## src/rtl/rr_arbiter8_decoded.sv

```systemverilog
// Round-robin arbiter for 8 requesters.
// The owner keeps the grant while it requests. Under contention it keeps the
// grant for at most MAX_HOLD consecutive cycles. The winner index is decoded
// to a one-hot grant, and that decode is also registered.
module rr_arbiter8_decoded #(
    parameter int MAX_HOLD = 4,
    parameter int CNT_W    = 3
) (
    input  logic       clk,
    input  logic       rst,
    input  logic [7:0] req,
    output logic [7:0] gnt,
    output logic [2:0] gnt_idx,
    output logic       gnt_valid
);

    typedef enum logic {IDLE, GRANT} state_t;

    localparam logic [CNT_W-1:0] HOLD_LAST = CNT_W'(MAX_HOLD - 1);

    state_t           state, state_nxt;
    logic [2:0]       ptr, ptr_nxt;
    logic [2:0]       idx_nxt;
    logic             valid_nxt;
    logic [CNT_W-1:0] hold_cnt, hold_nxt;
    logic [7:0]       gnt_nxt;
    logic [7:0]       others;
    logic             owner_req;
    logic [3:0]       pick_req;
    logic [3:0]       pick_oth;

    // Returns {found, index} for the first set bit of mask, searching
    // start, start+1, ... and wrapping from 7 back to 0.
    // The loop runs from the highest offset down, so the nearest match is
    // written last and wins.
    function automatic logic [3:0] pick(input logic [7:0] mask, input logic [2:0] start);
        logic [3:0] res;
        logic [2:0] pos;
        res = '0;
        for (int i = 7; i >= 0; i--) begin
            pos = start + 3'(i);
            if (mask[pos]) res = {1'b1, pos};
        end
        return res;
    endfunction

    assign owner_req = req[gnt_idx];
    assign others    = req & ~(8'b1 << gnt_idx);
    assign pick_req  = pick(req, ptr);
    assign pick_oth  = pick(others, gnt_idx + 3'd1);

    // Next-state logic: arbitration, release, preemption and hold counting.
    always_comb begin
        state_nxt = state;
        ptr_nxt   = ptr;
        idx_nxt   = gnt_idx;
        valid_nxt = gnt_valid;
        hold_nxt  = hold_cnt;
        case (state)
            IDLE: begin
                if (pick_req[3]) begin
                    state_nxt = GRANT;
                    idx_nxt   = pick_req[2:0];
                    valid_nxt = 1'b1;
                    hold_nxt  = '0;
                end
            end
            GRANT: begin
                // Release and preemption both hand over, starting the search
                // just past the current owner.
                if (!owner_req || (pick_oth[3] && hold_cnt == HOLD_LAST)) begin
                    ptr_nxt  = gnt_idx + 3'd1;
                    hold_nxt = '0;
                    if (pick_oth[3]) begin
                        idx_nxt = pick_oth[2:0];
                    end else begin
                        state_nxt = IDLE;
                        valid_nxt = 1'b0;
                        idx_nxt   = '0;
                    end
                end else begin
                    // An owner with no competition may hold indefinitely.
                    hold_nxt = pick_oth[3] ? hold_cnt + 1'b1 : '0;
                end
            end
            default: begin
                state_nxt = IDLE;
                valid_nxt = 1'b0;
                idx_nxt   = '0;
                hold_nxt  = '0;
            end
        endcase
    end

    // Decode the next owner index to one-hot, gated by grant-valid.
    always_comb begin
        gnt_nxt = valid_nxt ? (8'b1 << idx_nxt) : 8'b0;
    end

    // State, pointer, hold counter and registered outputs.
    always_ff @(posedge clk or posedge rst) begin
        if (rst) begin
            state     <= IDLE;
            ptr       <= '0;
            hold_cnt  <= '0;
            gnt_idx   <= '0;
            gnt_valid <= 1'b0;
            gnt       <= '0;
        end else begin
            state     <= state_nxt;
            ptr       <= ptr_nxt;
            hold_cnt  <= hold_nxt;
            gnt_idx   <= idx_nxt;
            gnt_valid <= valid_nxt;
            gnt       <= gnt_nxt;
        end
    end

endmodule

```

## config.mk

```make
export PLATFORM = sky130hd
export DESIGN_NAME = rr_arbiter8_decoded
export DESIGN_NICKNAME = d
export VERILOG_FILES = /design/src/rtl/rr_arbiter8_decoded.sv
export SDC_FILE = /design/constraint.sdc
export NUM_CORES = 1
export LEC_CHECK = 0
export ABC_AREA = 1
export CORE_MARGIN = 2
export CORE_UTILIZATION = 47
export CTS_CLUSTER_DIAMETER = 200
export CTS_CLUSTER_SIZE = 16
export DETAILED_ROUTE_END_ITERATION = 6
export PLACE_DENSITY = 0.77
export SKIP_CTS_REPAIR_TIMING = 1
export SLEW_MARGIN = 20
export SYNTH_ARGS = -nofsm -noshare
export SYNTH_HDL_FRONTEND = slang
export SYNTH_SLANG_ARGS = --single-unit
```

## constraint.sdc

```tcl
create_clock -name clk -period 3.42 [get_ports clk]
set_input_delay 0.342 -clock clk [delete_from_list [all_inputs] [get_ports clk]]
set_output_delay 0.342 -clock clk [all_outputs]
set_load 0.005 [all_outputs]
```

# After elaboration in Yosys (flattened, before gate mapping)
# Index checks and enable logic that the tools add are counted.
[totals]
reg_bits = 19
latchBits = 0
ramBits = 0
mem_bits_ro = 0
inputBits = 10
wordCells = 117
n_memories = 0
[classes]
n_addsub = 16
multipliers = 0
div_mod_pow = 0
n_lt_le_gt_ge = 17
n_eq_ne = 2
shift = 2
n_mux = 67
n_bitwise = 3
n_reduce_logical = 4
[op_table]
columns = ["cell", "count"]
rows = [
  ["less-than comparator 3 x 4 -> 1 bit (second input constant)", 17],
  ["2-to-1 mux 4 bit", 16],
  ["binary-select mux 1 bit (select 3 bit)", 17],
  ["adder 3 bit (second input constant)", 8],
  ["2-to-1 mux 1 bit", 23],
  ["2-to-1 mux 3 bit", 6],
  ["<< shifter 1 x 3 -> 8 bit (first input constant)", 2],
  ["adder 3 x 1 -> 3 bit (second input constant)", 4],
  ["adder 3 x 2 -> 3 bit (second input constant)", 4],
  ["case mux 3 bit (2 select lines)", 2],
  ["AND 8 bit", 1],
  ["2-to-1 mux 8 bit", 1],
  ["NOT 8 bit", 1],
  ["case mux 1 bit (2 select lines)", 2],
  ["== test 3 x 2 -> 1 bit (second input constant)", 1],
  ["inequality test 2 bit (second input constant)", 1],
  ["AND reduction 2 bit", 1],
  ["logical AND 1 bit", 1],
  ["zero test 1 bit", 1],
  ["logical OR 1 bit", 1],
  ["NOT 1 bit", 1],
]

# Depth between registers and ports, before layout
# Gate-level depths: netlist of run 1.
[logic_depth]
word_depth = 19
mapped_depth = 21
mapped_depth_nobuf = 20

# Worst setup path after synthesis of run 1
# Ideal clock, no wire load.
[synth_timing]
path_type = "register -> register"
startpoint = "reg gnt_idx[0]"
endpoint = "reg gnt[0]"
arrival_time_ps = 2350
t_required_ps = 3299
setup_slack_ps = 949
stages_incl_launch_ff = 18
n_path_buf = 1
synth_period_minus_slack_ps = 2471
cell_sequence = "dfrtp_1 > ha_1 > ha_1 > buf_4 > xor2_2 > inv_1 > nand3_2 > nand2_2 > nor2_4 > nand3_4 > nand2_4 > nand2_4 > nand2_4 > nand3_2 > nand2_2 > inv_2 > nand3_1 > nor2_1"
[synth_between]
elab_chain_len = 19
elab_cells_between_ends = 49
classes_between = "8 x add/sub; 2 x shift; 34 x mux; 2 x bitwise; 3 x reduce/logical"
[synth_lines]
columns = ["element", "line_no", "rtl"]
rows = [
  ["from (decl)", "13", "output logic [2:0] gnt_idx,"],
  ["from (signal assigned)", "113", "gnt_idx <= idx_nxt;"],
  ["branches (longest 16 deep; another with adder 3 x 1 -> 3 bit)", "--", ""],
  ["case mux 3 bit (2 select lines) (*)", "59", "case (state)"],
  ["named net idx_nxt[0]", "23", "logic [2:0] idx_nxt;"],
  ["<< shifter 1 x 3 -> 8 bit (*)", "97", "gnt_nxt = valid_nxt ? (8'b1 << idx_nxt) : 8'b0;"],
  ["2-to-1 mux 8 bit (*)", "97", ""],
  ["named net gnt_nxt[0]", "26", "logic [7:0] gnt_nxt;"],
  ["to (signal assigned)", "115", "gnt <= gnt_nxt;"],
  ["to (decl)", "12", "output logic [7:0] gnt,"],
]
# Mark *: on every way through the listed nets, which the timed path passes. The select of a mux whose other input is x is not followed.
# A chain may end at the register's enable or synchronous reset.

# Final worst setup path of run 1
[layout_timing]
startpoint = "reg gnt_idx[1]"
endpoint = "reg gnt[2]"
# The elaborated chain is that of the path after synthesis.

==> results.sh, run 1 <==
export IMPL_grt_setup_unrepaired="no"
export IMPL_first_iter_violations=197
export IMPL_drc=0
export IMPL_antenna_found_initial=0
export IMPL_syn_area_um2=2390
export IMPL_routedWlPerCell_um=13.0
export IMPL_fin_tns_setup_ns=0
export IMPL_worstSetupEndpointType="flip-flop"
export IMPL_timing_rr_end="gnt[2]"
export IMPL_tightest_slew_ns=0.669
export IMPL_clkSinkCount=19
export IMPL_criticalPathCategory="reg2reg"
export IMPL_vias_per_cell=5.37
export IMPL_syn_nets=399
export IMPL_fp_coreArea_um2=4820
export IMPL_slew_viol_final=0
export IMPL_nNetsFinal=419
export IMPL_fp_row_count=25
export IMPL_slew_headroom_pct=55.4
export IMPL_root_buffer="clkbuf_8"
export IMPL_drtAntennaViolNets=0
export IMPL_finalWirelength_um=6020
export IMPL_fin_crit_ns=3.00
export IMPL_clk_pin_slew_ns=0.07
export IMPL_grtUsageTotal_pct=22.6
export IMPL_cap_violations=0
export IMPL_yosysUniqueCellTypes=36
export IMPL_cts_buffers=3
export IMPL_cts_tree="yes"
export IMPL_r2r_start="gnt_idx[1]"
export IMPL_die_x_um=75.3
export IMPL_critPathMaxFanout=11
export IMPL_yosysWarnings=0
export IMPL_synth_avg_cell_area_um2=6.34
export IMPL_syn_instance_count=377
export IMPL_seq_area_frac_synth_pct=19.9
export IMPL_grt_max_degree=20
export IMPL_r2r_slack_ns=0.42
export IMPL_grt_pass1_vias=2275
export IMPL_status="complete, no violations"
export IMPL_firstDrtPassIters=4
export IMPL_min_period_over_period_pct=87.7
export IMPL_ios=22
export IMPL_clock_latency_ns=0.26
export IMPL_utilization_pct=55.5
export IMPL_cp_required_ns=3.61
export IMPL_max_freq_ghz=0.333
export IMPL_dp_hpwl_um=4810
export IMPL_vias=2488
export IMPL_layout_drive_gt1_share_pct=14.9
export IMPL_gp_congestion=0.933
export IMPL_htreeDepth=1
export IMPL_grt_pass1_wl_um=10000
export IMPL_rr_worst_depth=17
export IMPL_hold_path_class="in2async"
export IMPL_start_kind="flip-flop"
export IMPL_syn_to_final_growth_pct=11.8
export IMPL_overflow=0
export IMPL_finClkSkew_ns=0.00231
export IMPL_die_area_um2=5670
export IMPL_crit_arrival_ns=3.19
export IMPL_diodes=0
export IMPL_ys_ff_latch=19
export IMPL_setup_violations=0
export IMPL_nFillCells=501
export IMPL_io_buffers=21
export IMPL_die_height_um=75.3
export IMPL_clockBufferDepth=2
export IMPL_final_hold_viol_count=0
export IMPL_initial_core_util_pct=49.6
-- Yosys cell counts (all sizes together) --
cell | number | share of area (%)
o21ai | 15 | 3.1
xor2 | 4 | 2.6
clkinv | 1 | 0.21
a21oi | 15 | 3.3
xnor2 | 4 | 1.8
nand2 | 132 | 24
nor2 | 26 | 5.2
nand3 | 86 | 20
a31oi | 1 | 0.26
o21bai | 1 | 0.31
nand4 | 1 | 0.26
inv | 42 | 6.6
buf | 10 | 3.6
dfrtp | 19 | 20
nor3 | 3 | 0.84
o41ai | 1 | 0.37
a21boi | 1 | 0.31
ha | 12 | 6.3
nand3b | 1 | 0.31
o21a | 1 | 0.31
nor2b | 1 | 0.26
-- flip-flops by register name (all words and copies together) (netlist names) --
signal and count:
ptr 3, hold_cnt 3, state 1, gnt 8, gnt_valid 1, gnt_idx 3
-- worst max path at each step --
| stage | to | slack, ns | start | cells after the start |
|---|---|---|---|---|
| floorplan | gnt[0] | 0.95 | gnt_idx[0] | 17 |
| finish | gnt[2] | 0.42 | gnt_idx[1] | 17 |
| CTS | gnt[2] | 0.46 | gnt_idx[1] | 17 |
| global placement | gnt[3] | 0.51 | ptr[0] | 15 |
| detailed placement | gnt[3] | 0.48 | gnt_idx[1] | 17 |
| global route | gnt[3] | 0.15 | gnt_idx[1] | 18 |
-- routing by layer --
metal | wire length [um] | vias to the layer above | global-route usage (%)
met1 | 2760 | 1147 | 30.1
met3 | 240 | 11 | 1.98
met2 | 2920 | 68 | 39.3
li1 | - | 1262 | -
met4 | 93 | 0 | 6.43
met5 | 0 | - | 0
-- kinds of logic (layout without fill, tap and decap cells) --
group	count (synthesis)	in the layout	synth area share, %
AND/OR/NAND/NOR	250	250	51.1
buffers and inverters	53	72	10.4
AO/OA/AOI/OAI	35	35	8.01
flip-flops	19	19	19.9
adder cells (fa/ha/maj)	12	12	6.28
XOR/XNOR	8	8	4.34
-- placed cells by master, fill, tap and decap left out, types with 2 or more instances in the layout --
cell / count
a21oi_1: 14
buf_4: 4
clkbuf_8: 3
clkdlybuf4s50_1: 21
dfrtp_1: 19
ha_1: 12
inv_1: 32
inv_2: 10
nand2_1: 113
nand2_2: 14
nand2_4: 5
nand3_1: 76
nand3_2: 9
nor2_1: 19
nor2_2: 5
nor2_4: 2
nor3_1: 2
o21ai_0: 14
xnor2_1: 3
xor2_1: 2
-- per-stage QoR --
step | cell area [um2] | instances | setup slack [ns] | hold WS (ns)
after floorplan | 2390 | 377 | 0.949 | 0.293
after global placement | 2630 | 459 | 0.508 | 0.492
after detailed placement | 2630 | 459 | 0.479 | 0.519
after CTS | 2670 | 463 | 0.460 | 0.514
after global routing | 2670 | 463 | 0.153 | 0.555
final | 2670 | 463 | 0.421 | 0.480
-- cell type report --
| type | count | area [um2] | share of cell area (%) |
|---|---|---|---|
| multi-input cells | 305 | 1670 | 62.3 |
| flip-flops and latches | 19 | 475 | 17.8 |
| repair buffers | 25 | 240 | 8.98 |
| inverters | 43 | 163 | 6.08 |
| well taps | 67 | 83.8 | 3.14 |
| clock buffers | 4 | 45.0 | 1.68 |
-- worst max-delay path, cell delays in order (launching register included) --
cell	delay (ns)
dfrtp_1	0.50
inv_1	0.15
ha_1	0.48
inv_2	0.23
nand2_1	0.11
nand2_4	0.10
nand3_1	0.14
nand3_2	0.13
nand2_2	0.09
nor2_4	0.13
nand3_4	0.11
nand2_4	0.09
nand2_4	0.07
a21oi_1	0.23
a21oi_2	0.09
nand2_2	0.09
nand2_1	0.07
nor2_1	0.09
Power of run 1 is not shown: default switching activity piles up to over one toggle a cycle in this logic, so the estimate is an artifact.
==> run 2: changes to the inputs <==
--- a/config.mk
+++ b/config.mk
@@ -6,6 +6,8 @@
 export NUM_CORES = 1
 export LEC_CHECK = 0
 export ABC_AREA = 1
+export ABC_CLOCK_PERIOD_IN_PS = 3420
+export CORE_ASPECT_RATIO = 1.4
 export CORE_MARGIN = 2
 export CORE_UTILIZATION = 47
 export CTS_CLUSTER_DIAMETER = 200
==> run 2 against run 1 <==
Non-clock buffer count grew 1. Sequential share of layout area is essentially flat. Setup slack about the same. Clock-buffer cell count is the same. First-iteration DRC count is 41% higher. Maximum frequency is essentially flat. Largest cell class unchanged. Highest routed layer unchanged.
==> results.sh, run 2 (same netlist as run 1, synthesis figures left out) <==
export IMPL_tightest_slew_ns=0.693
export IMPL_setup_violations=0
export IMPL_finClkSkew_ns=0.00647
export IMPL_start_kind="flip-flop"
export IMPL_grt_setup_unrepaired="no"
export IMPL_gp_congestion=0.923
export IMPL_layout_drive_gt1_share_pct=15.1
export IMPL_cts_buffers=3
export IMPL_grt_pass1_vias=2395
export IMPL_routedWlPerCell_um=13.5
export IMPL_vias_per_cell=5.44
export IMPL_worstSetupEndpointType="flip-flop"
export IMPL_top_register="gnt"
export IMPL_first_iter_violations=277
export IMPL_die_area_um2=5680
export IMPL_fp_coreArea_um2=4880
export IMPL_diodes=0
export IMPL_io_buffers=21
export IMPL_final_cell_mix="nand2_1 (113), nand3_1 (76), inv_1 (32)"
export IMPL_nFillCells=503
export IMPL_initial_core_util_pct=49.0
export IMPL_multi_input_area_um2=1670
export IMPL_cp_slowest_cell="dfrtp_1"
export IMPL_criticalPathCategory="reg2reg"
export IMPL_critPathMaxFanout=11
export IMPL_cap_violations=0
export IMPL_dp_cells=457
export IMPL_htreeDepth=1
export IMPL_grt_max_degree=20
export IMPL_clock_latency_ns=0.26
export IMPL_final_common_cell="nand2_1"
export IMPL_path_depth=16
export IMPL_rr_worst_depth=16
export IMPL_largest_reg_flops=8
export IMPL_vias=2509
export IMPL_fin_crit_ns=3.00
export IMPL_critPathMaxStageDelay_ns=0.53
export IMPL_cts_tree="yes"
export IMPL_firstDrtPassIters=4
export IMPL_instances_no_fill=461
export IMPL_cp_required_ns=3.56
export IMPL_slew_headroom_pct=53.8
export IMPL_drc=0
export IMPL_hold_path_class="in2async"
export IMPL_nNetsFinal=420
export IMPL_clockBufferDepth=2
export IMPL_overflow=0
export IMPL_status="complete, no violations"
export IMPL_die_height_um=88.4
export IMPL_cpMostUsedCell="nand2_4"
export IMPL_clkSinkCount=19
export IMPL_slew_viol_final=0
export IMPL_path_cells="ha_1 > ha_1 > xor2_2 > inv_1 > nand3_2 > nand2_2 > nor2_4 > nand3_4 > nand2_4 > nand2_4 > nand2_4 > nor3_2 > nand2_1 > nand2_2 > nand2_1 > nor2_1"
export IMPL_fin_tns_setup_ns=0
export IMPL_clk_pin_slew_ns=0.07
export IMPL_regArea_um2=475
export IMPL_crit_arrival_ns=3.14
export IMPL_ios=22
export IMPL_crit_family="simple AND/OR/NAND/NOR gates"
export IMPL_final_hold_viol_count=0
export IMPL_cp_num_buf_inv=1
export IMPL_min_period_over_period_pct=87.7
export IMPL_max_freq_ghz=0.333
export IMPL_timing_rr_end="gnt[6]"
export IMPL_syn_to_final_growth_pct=12.0
export IMPL_grt_pass1_wl_um=10400
export IMPL_fp_row_count=30
export IMPL_r2r_slack_ns=0.42
export IMPL_drtAntennaViolNets=0
export IMPL_grtUsageTotal_pct=22.9
export IMPL_root_buffer="clkbuf_8"
export IMPL_finalWirelength_um=6240
export IMPL_die_x_um=64.3
export IMPL_dp_hpwl_um=5000
export IMPL_antenna_found_initial=0
export IMPL_r2r_start="gnt_idx[0]"
## run 2: cell types whose count changed in the layout (fill, tap and decap cells not counted)
cell / change
buf_4: +1
## run 2: through the flow
step	hold WS, ns	util, %	setup slack, ns	cell area [um2]
6_report	0.487	54.9	0.421	2680
5_1_grt	0.523	54.9	0.227	2680
4_1_cts	0.504	54.9	0.428	2680
3_5_place_dp	0.497	53.9	0.458	2630
3_3_place_gp	0.474	53.9	0.510	2630
2_1_floorplan	0.293	-	0.949	2390
## run 2: area by class of cell
cell class              instances  share of cell area, %
clock buffers                   4                   1.68
inverters                      43                   6.07
multi-input cells             305                   62.2
flip-flops and latches         19                   17.8
well taps                      64                   2.99
repair buffers                 26                   9.25
## run 2: routing by layer
layer | global-route usage, % | vias up | wire length, um
li1 | - | 1261 | -
met4 | 8.51 | 0 | 146
met1 | 27.3 | 1184 | 2700
met2 | 42.9 | 50 | 3230
met3 | 1.53 | 14 | 169
met5 | 0 | - | 0
## run 2: worst max-delay path by stage
stage                     startpoint  endpoint
after floorplan           gnt_idx[0]    gnt[0]
after global placement    gnt_idx[0]    gnt[7]
after detailed placement  gnt_idx[0]    gnt[6]
after CTS                 gnt_idx[0]    gnt[6]
after global routing      gnt_idx[0]    gnt[3]
final                     gnt_idx[0]    gnt[6]
## run 2: worst reg2reg max path: cells and delay by family (launching register included)
kind	cells	cell delay [ns]
and+or+nand+nor	12	1.16
DFF	1	0.53
adders and majority gates	2	0.80
buffers and inverters	1	0.13
xor gates and xnor gates	1	0.27
Power of run 2 is left out for the same reason.
==> run 3: changes to the inputs <==
--- a/config.mk
+++ b/config.mk
@@ -13,6 +13,7 @@
 export CTS_CLUSTER_DIAMETER = 200
 export CTS_CLUSTER_SIZE = 16
 export DETAILED_ROUTE_END_ITERATION = 6
+export MAX_ROUTING_LAYER = met4
 export PLACE_DENSITY = 0.77
 export SKIP_CTS_REPAIR_TIMING = 1
 export SLEW_MARGIN = 20
==> run 3 against run 2 <==
Final cell count grew 0.22%. Design area rose by 0.28%. Non-clock buffer count increased by 1. Sequential share of layout area is essentially flat. Clock-buffer cell count is the same. First-iteration DRC count fell by 16%. Via count up 1.9%. Maximum frequency decreased by 0.22%. Die area stayed put. Utilization up 0.15 points. Critical path depth unchanged. Setup slack lost 0.0065 ns. Largest cell class unchanged.
==> results.sh, run 3 (same netlist as run 1, synthesis figures left out) <==
export IMPL_crit_family="simple AND/OR/NAND/NOR gates"
export IMPL_path_cells="ha_1 > ha_1 > xor2_2 > inv_1 > nand3_2 > nand2_2 > nor2_4 > nand3_4 > nand2_4 > nand2_4 > nand2_4 > nor3_2 > nand2_1 > nand2_2 > nand2_1 > nor2_1"
export IMPL_cp_slowest_cell="dfrtp_1"
export IMPL_place_ws_ns=0.460
export IMPL_fin_ws_ns=0.414
export IMPL_cpMostUsedCell="nand2_4"
export IMPL_finalWirelength_um=6210
export IMPL_vias=2556
export IMPL_nFillCells=486
export IMPL_grt_pass1_vias=2296
export IMPL_max_freq_ghz=0.333
export IMPL_status="complete, no violations"
export IMPL_final_hold_viol_count=0
export IMPL_root_buffer="clkbuf_8"
export IMPL_top_register="gnt"
export IMPL_cap_violations=0
export IMPL_routedWlPerCell_um=13.4
export IMPL_crit_arrival_ns=3.14
export IMPL_first_iter_violations=232
export IMPL_drc=0
export IMPL_fp_coreArea_um2=4880
export IMPL_firstDrtPassIters=5
export IMPL_diodes=0
export IMPL_syn_to_final_growth_pct=12.3
export IMPL_fin_crit_ns=3.01
export IMPL_gr_usage_met2_pct=40.2
export IMPL_gp_congestion=1.02
export IMPL_grt_busiest_layer="met2"
export IMPL_grt_max_degree=20
export IMPL_final_common_cell="nand2_1"
export IMPL_clockBufferDepth=2
export IMPL_ios=22
export IMPL_vias_per_cell=5.53
export IMPL_grtUsageMet3_pct=2.29
export IMPL_fin_tns_setup_ns=0
export IMPL_hold_path_class="in2async"
export IMPL_drtAntennaViolNets=0
export IMPL_grt_setup_unrepaired="no"
export IMPL_dp_hpwl_um=5000
export IMPL_finClkSkew_ns=0.00616
export IMPL_critPathMaxStageDelay_ns=0.55
export IMPL_fp_row_count=30
export IMPL_antenna_found_initial=0
export IMPL_cts_tree="yes"
export IMPL_clk_pin_slew_ns=0.07
export IMPL_htreeDepth=1
export IMPL_die_x_um=64.3
export IMPL_grtUsageTotal_pct=23.2
export IMPL_slew_headroom_pct=52.5
export IMPL_dp_cells=458
export IMPL_clock_latency_ns=0.25
export IMPL_io_buffers=21
export IMPL_grt_pass1_wl_um=10200
export IMPL_clkSinkCount=19
export IMPL_setup_violations=0
export IMPL_slew_viol_final=0
export IMPL_start_kind="flip-flop"
export IMPL_nNetsFinal=421
export IMPL_cts_buffers=3
export IMPL_gr_usage_met1_pct=28.4
export IMPL_largest_reg_flops=8
export IMPL_die_height_um=88.4
export IMPL_min_period_over_period_pct=87.9
export IMPL_criticalPathCategory="reg2reg"
export IMPL_layout_drive_gt1_share_pct=15.3
export IMPL_overflow=0
export IMPL_critPathMaxFanout=10
export IMPL_initial_core_util_pct=49.0
export IMPL_worstSetupEndpointType="flip-flop"
export IMPL_cp_num_buf_inv=1
export IMPL_tightest_slew_ns=0.712
export IMPL_final_cell_mix="nand2_1 (113), nand3_1 (76), inv_1 (32)"
export IMPL_die_area_um2=5680
export IMPL_holdWs_ns=0.504
export IMPL_cp_required_ns=3.56
export IMPL_instances_no_fill=462
## run 3: changes by cell type in the layout (fill, tap and decap cells not counted)
| cell | previous run | this run |
|---|---|---|
| buf_4 | 5 | 6 |
## run 3: final cells by class
class | instances | area (um2) | share of cell area, %
clock buffers | 4 | 45.0 | 1.68
inverters | 43 | 163 | 6.06
multi-input cells | 305 | 1670 | 62.1
flip-flops and latches | 19 | 475 | 17.7
well taps | 64 | 80.1 | 2.98
repair buffers | 27 | 255 | 9.51
## run 3: worst paths after layout
kind	from	end	slack, ns	depth (start not counted)
worst max-delay path	gnt_idx[0]	gnt[7]	0.41	16
worst min-delay path	rst	gnt_idx[0]	0.50	2
worst max register to register	gnt_idx[0]	gnt[7]	0.41	16
worst min register to register	hold_cnt[0]	hold_cnt[0]	0.50	1
max in group asynchronous	rst	state	2.46	2
min in group clk	hold_cnt[0]	hold_cnt[0]	0.50	1
## run 3: stage by stage
step,instance area (um2),util [%]
finish,2690,55.0
global route,2690,55.0
CTS,2690,55.0
detailed placement,2640,54.1
global placement,2640,54.1
floorplan,2390,-
## run 3: per-layer routing
layer / share of wire [%] / vias to the layer above
met2: 52 / 97
met4: 2.0 / 0
li1: - / 1266
met5: 0 / -
met3: 5.1 / 14
met1: 41 / 1179
Power of run 3 is left out for the same reason.
